**src/rtl/shot_sequencer.sv**
```systemverilog
// shot_sequencer: DSP-side shot control. Issues one shot_trig per shot, waits for the
// core's shot_done, inserts an optional idle gap, and reports shotcnt/lastshotdone.
module shot_sequencer #(
   parameter int unsigned NSHOTWIDTH = 32,
   parameter int unsigned GAPWIDTH   = 24
) (
   input  logic                  clk,
   input  logic                  reset,
   input  logic                  stb_start,
   input  logic                  stb_abort,
   input  logic [NSHOTWIDTH-1:0] nshot,
   input  logic [GAPWIDTH-1:0]   shotgap,
   input  logic                  resetacc,
   input  logic                  shot_done,
   output logic                  shot_trig,
   output logic                  acc_clear,
   output logic [NSHOTWIDTH-1:0] shotcnt,
   output logic                  lastshotdone,
   output logic                  busy
);

   typedef enum logic [1:0] {StIdle, StTrig, StWaitDone, StGap} state_e;

   state_e                state;
   logic [NSHOTWIDTH-1:0] nshot_q;
   logic [GAPWIDTH-1:0]   gap_q;
   logic [GAPWIDTH-1:0]   gapcnt;
   logic [NSHOTWIDTH-1:0] cnt_inc;

   // Count cannot overflow: a run ends as soon as it reaches the latched nshot.
   assign cnt_inc = shotcnt + NSHOTWIDTH'(1);

   always_ff @(posedge clk or posedge reset) begin
      if (reset) begin
         state        <= StIdle;
         nshot_q      <= '0;
         gap_q        <= '0;
         gapcnt       <= '0;
         shotcnt      <= '0;
         lastshotdone <= 1'b0;
         shot_trig    <= 1'b0;
         acc_clear    <= 1'b0;
         busy         <= 1'b0;
      end else begin
         shot_trig <= 1'b0;
         acc_clear <= 1'b0;
         if (stb_abort) begin
            // Abort wins over everything; the count is left for readback.
            state <= StIdle;
            busy  <= 1'b0;
         end else begin
            unique case (state)
               StIdle: begin
                  if (stb_start) begin
                     shotcnt <= '0;
                     if (nshot != '0) begin
                        nshot_q      <= nshot;
                        gap_q        <= shotgap;
                        lastshotdone <= 1'b0;
                        state        <= StTrig;
                        shot_trig    <= 1'b1;
                        acc_clear    <= resetacc;
                        busy         <= 1'b1;
                     end else begin
                        lastshotdone <= 1'b1;
                     end
                  end
               end
               StTrig: begin
                  state <= StWaitDone;
               end
               StWaitDone: begin
                  if (shot_done) begin
                     shotcnt <= cnt_inc;
                     if (cnt_inc == nshot_q) begin
                        lastshotdone <= 1'b1;
                        state        <= StIdle;
                        busy         <= 1'b0;
                     end else if (gap_q == '0) begin
                        state     <= StTrig;
                        shot_trig <= 1'b1;
                     end else begin
                        gapcnt <= gap_q;
                        state  <= StGap;
                     end
                  end
               end
               StGap: begin
                  gapcnt <= gapcnt - GAPWIDTH'(1);
                  if (gapcnt == GAPWIDTH'(1)) begin
                     state     <= StTrig;
                     shot_trig <= 1'b1;
                  end
               end
               default: begin
                  state <= StIdle;
                  busy  <= 1'b0;
               end
            endcase
         end
      end
   end

endmodule

```
**config.mk**
```make
export PLATFORM = sky130hd
export DESIGN_NAME = shot_sequencer
export DESIGN_NICKNAME = d
export VERILOG_FILES = /design/src/rtl/shot_sequencer.sv
export SDC_FILE = /design/constraint.sdc
export NUM_CORES = 1
export LEC_CHECK = 0
export BUFFER_PORTS_ARGS = -buffer_cell sky130_fd_sc_hd__buf_2
export CAP_MARGIN = 5
export CORE_MARGIN = 2
export CORE_UTILIZATION = 25
export CTS_BUF_LIST = sky130_fd_sc_hd__clkbuf_8
export CTS_CLUSTER_DIAMETER = 200
export CTS_CLUSTER_SIZE = 10
export DETAILED_ROUTE_END_ITERATION = 10
export SYNTH_ARGS = -nofsm -noshare
export SYNTH_HDL_FRONTEND = slang
export SYNTH_SLANG_ARGS = --single-unit
```
**constraint.sdc**
```tcl
create_clock -name clk -period 4.7 [get_ports clk]
set_input_delay 0.47 -clock clk [delete_from_list [all_inputs] [get_ports clk]]
set_output_delay 0.47 -clock clk [all_outputs]
set_load 0.01 [all_outputs]
```
# Yosys cells after proc, flatten, opt, wreduce, memory -nomap -nowiden
# Index checks and enable logic that the tools add are counted.
# op_classes
add_sub_neg,2
n_eq_ne,15
mux,38
n_bitwise,1
n_reduce_logical,12
# ops
cell,count
two-way mux 24 bit,3
two-way mux 32 bit,2
one-hot mux 32 bit (2 select lines),1
one-hot mux 24 bit (2 select lines),1
adder 32 x 1 -> 32 bit (second input constant),1
equality test 32 bit,1
nonzero test 32 bit,1
equality test 24 x 1 -> 1 bit (second input constant),1
zero test 24 bit,1
subtractor 24 x 1 -> 24 bit (second input constant),1
two-way mux 1 bit,20
!= test 3 bit (second input constant),5
AND reduction 5 bit,3
two-way mux 2 bit,7
AND reduction 4 bit,3
!= test 2 bit (second input constant),5
one-hot mux 2 bit (4 select lines),1
equality test 2 bit (second input constant),2
one-hot mux 1 bit (2 select lines),2
nonzero test 2 bit,2
one-hot mux 1 bit (3 select lines),1
nonzero test 3 bit,1
equality test 2 x 1 -> 1 bit (second input constant),1
zero test 2 bit,1
inverter 1 bit,1
# word_totals
ff_bits,118
in_bits,62
out_inout_bits,36
word_cells,77

# Logic depth before layout (Yosys ltp)
# logic_depth
word_depth,6
depth_mapped,13
depth_no_buf,11

# Worst setup path before layout
# No wires, ideal clock.
# synth_path
kind,register to register
from,register shotcnt[0]
to,register gapcnt[14]
setup_time_ns,0.121
t_arrival_ns,2.984
required_ns,4.579
path_slack_ns,1.595
stages_incl_launch_ff,12
n_path_buf,1
synth_period_minus_slack_ns,3.105
path_cell_list,dfrtp_1 -> ha_1 -> nand3_1 -> nor3_1 -> nand3_1 -> a2111o_1 -> nor4b_1 -> and4_1 -> and4b_4 -> o21ai_4 -> buf_2 -> a22o_1
# synth_between
elab_chain_len,4
# synth_rtl
item,line,rtl
start: declaration,17,"output logic [NSHOTWIDTH-1:0] shotcnt,"
start signal: assignment,74,shotcnt <= cnt_inc;
adder 32 x 1 -> 32 bit,31,assign cnt_inc = shotcnt + NSHOTWIDTH'(1);
equality test 32 bit,75,if (cnt_inc == nshot_q) begin
!= test 2 bit (no line),-,
AND reduction 5 bit (no line),-,
end signal: assignment,83,gapcnt <= gap_q;
end signal: assignment,89,gapcnt <= gapcnt - GAPWIDTH'(1);
end: declaration,27,logic [GAPWIDTH-1:0] gapcnt;
# Every way passes these cells.
# A chain may end at the register's enable or synchronous reset.

# Worst setup path in the final report
# layout_path
from,register shotcnt[0]
to,register gapcnt[13]
# The elaborated chain is that of the path after synthesis.

==> impl_metrics.json <==
{
  "viasPerCell": 4.97,
  "clock_latency_ns": 0.45,
  "postRouteAntennaNets": 0,
  "dp_cells": 1179,
  "cts_resized": 0,
  "endpoint_kind": "flop",
  "cts_max_level": 4,
  "synthMuxAreaShare": 0.0967,
  "rows": 61,
  "register_area_mm2": 0.00295,
  "hold_class": "input port to flop",
  "synth-adder-area-share": 0.0144,
  "fill_cells": 2940,
  "r2r_end": "gapcnt[13]",
  "maxCapViolations": 0,
  "drt-initial-drc-count": 437,
  "tns_ns": 0,
  "die_h_um": 171,
  "multiInputGateArea_mm2": 0.00374,
  "nets": 890,
  "drive_above_1_share": 0.248,
  "syn_nets": 814,
  "antenna_found_initial": 1,
  "min_period_ns": 3.81,
  "syn_area_per_cell_um2": 9.34,
  "maxSlewHeadroom": 0.291,
  "synth_top_family_by_area": "simple AND/OR/NAND/NOR gates",
  "power_density_mw_per_mm2": 436,
  "wire_per_inst_um": 16.8,
  "regToRegStartpoint": "shotcnt[0]",
  "core-area_mm2": 0.0276,
  "vias": 6024,
  "met2_length_um": 9830,
  "grt_pass1_wl_um": 31800,
  "holdPathEnd": "acc_clear",
  "synth_compound_area_frac": 0.168,
  "hpwl_um": 15100,
  "ios": 98,
  "dr_wl_met3_um": 1170,
  "syn_inst": 744,
  "worst_slack_ns": 0.893,
  "top_layer_used": "met5",
  "peakVddDrop_v": 0.000270,
  "yosys.area_share.simple": 0.206,
  "grt.total_usage": 0.141,
  "synth_top_area_share": 0.425,
  "synth_seq_cells": 118,
  "finClkSkew_ns": 0.0132,
  "synthFlopType": "dfrtp_1",
  "cts_buffer_depth": 2,
  "clock-sinks": 118,
  "crit_type": "flop to flop",
  "postCtsSetupBuffers": 0,
  "drv_slew": 0,
  "crit_slowest_cell": "dfrtp_1",
  "arrival_ns": 4.15,
  "slowest_delay_ns": 0.47,
  "syn2layout_area_growth_pct": 18.5,
  "initial_core_util": 0.252,
  "io_buffers": 97,
  "fin_cells": 1211,
  "drcViolationCount": 0,
  "postCtsHoldBufs": 0,
  "overflow": 0,
  "cp_max_fo": 23,
  "dpl-instance-area_mm2": 0.00777,
  "p_total_mw": 3.59,
  "layout_common_cells": "dfrtp_1 (118), buf_2 (97), nand2_1 (89)",
  "grt_pass1_vias": 5744,
  "post-route-period-util": 0.810,
  "routed_wl_um": 20300,
  "fmax_mhz": 263,
  "cp_data_required_time_ns": 5.04,
  "path_cells": "ha_1 > nand3_1 > nor4_2 > and3_1 > xnor2_1 > a2111oi_0 > and4_1 > and4b_4 > o21a_4 > a21oi_1 > o2bb2a_4",
  "synth_edf_count": 0,
  "fin_area_mm2": 0.00823,
  "synth.distinct_cells": 66,
  "hp-start": "resetacc",
  "synth_area_leader_cell": "dfrtp_1",
  "die_w_um": 171,
  "cp-start-kind": "flop",
  "drt_pass1_iterations": 5,
  "wl_met1_um": 8870,
  "yosysWarnings": 0,
  "numCtsBuffers": 17,
  "hold_violations": 0,
  "max_slew.worst_pin.slew_ns": 1.06,
  "preCtsSetupSlack_ns": 0.946,
  "mostFrequentLayoutCell": "dfrtp_1",
  "holdPathStages": 3,
  "clkTransAtPathRegs_ns": 0.08,
  "cts_tree": "yes",
  "status": "complete, no violations",
  "finalWeightedCongestion": 0.866,
  "reg2reg_slack_ns": 0.89,
  "synth_xor_area_frac": 0.0517,
  "dieArea_mm2": 0.0291,
  "synth_async_sr_flop_share": 1.00,
  "syn_area_mm2": 0.00695,
  "r2r_cells": 11,
  "clockRootBuffer": "clkbuf_8",
  "grt_max_degree": 85,
  "p_leak_nw": 3.32,
  "ys_seq_area_frac": 0.425,
  "setup_viol": 0,
  "rsz0062_at_grt": "no",
  "num_antenna_cells": 0,
  "yosys-top-cells-area": "dfrtp_1 (43%), mux2_2 (9.2%), nand2_1 (4.8%)"
}
synthesized netlist by cell type, types with 3 or more instances:
cell type / n
and4_1: 4
a22o_1: 7
dfrtp_1: 118
nor4_1: 28
or3_1: 9
xnor2_1: 25
o21ai_0: 65
o2bb2ai_1: 9
clkbuf_1: 29
o41ai_1: 3
o31ai_1: 23
mux2i_1: 3
nor2_1: 46
mux2_2: 57
buf_2: 14
a21oi_1: 27
a31oi_1: 7
or4_1: 3
o22ai_1: 3
inv_1: 13
nor3_1: 22
nand2b_1: 4
ha_1: 8
nand4_1: 18
xor2_1: 16
nor3b_1: 4
and3_1: 7
nand3_1: 21
nand2_1: 89
nor2b_1: 6
a21o_1: 7
nand4b_1: 5
power breakdown:
| group | leakage, nW | switching [mW] | total (mW) | internal (mW) |
|---|---|---|---|---|
| Sequential | 1.49 | 0.286 | 1.57 | 1.28 |
| Clock | 0.227 | 0.443 | 1.10 | 0.657 |
| Combinational | 1.60 | 0.462 | 0.921 | 0.459 |
| Total | 3.32 | 1.19 | 3.59 | 2.40 |
worst max-delay path, delay by kind of cell (launching register included):
family,cells,cell delay (ns)
compound gates,4,1.05
xor+xnor,1,0.12
fa+ha+maj,1,0.32
flops,1,0.47
simple gates,5,1.71
layout make-up:
class | instances | area share
sequential | 118 | 0.359
clock buffer | 19 | 0.0318
tap | 378 | 0.0574
clock inverter | 13 | 0.0249
timing repair buffer | 105 | 0.0663
inverter | 14 | 0.00669
multi-input combinational | 564 | 0.454
through the flow:
stage | hold WS (ns) | utilization
CTS | 0.219 | 0.299
detailed placement | 0.470 | 0.282
finish | 0.232 | 0.299
global route | 0.207 | 0.299
floorplan | 0.448 | -
global placement | 0.474 | 0.282
state kept, by name (all words and copies together), names as in the netlist:
signal	cells
acc_clear	1
busy	1
gap_q	24
gapcnt	24
lastshotdone	1
nshot_q	32
shot_trig	1
shotcnt	32
state	2
worst max path at each step:
stage / start / slack, ns / end / depth (start not counted)
floorplan: reset / 1.10 / acc_clear / 1
global placement: shotcnt[4] / 1.03 / gapcnt[18] / 10
detailed placement: shotcnt[0] / 0.95 / gapcnt[15] / 11
CTS: shotcnt[0] / 0.94 / gapcnt[15] / 11
global route: shotcnt[0] / 0.61 / gapcnt[22] / 11
finish: shotcnt[0] / 0.89 / gapcnt[13] / 11
layer usage:
metal	vias to the layer above	global-route usage
met5	-	0
met1	2918	0.181
met2	195	0.233
met3	28	0.0305
li1	2881	-
met4	2	0.0557
cells by family after synthesis:
group / after synthesis
multiplexers: 60
XOR/XNOR: 41
AO/OA/AOI/OAI: 178
buffers and inverters: 62
adder cells (fa/ha/maj): 8
flip-flops: 118
AND/OR/NAND/NOR: 277
No activity file was read; power rests on OpenSTA's default activity.
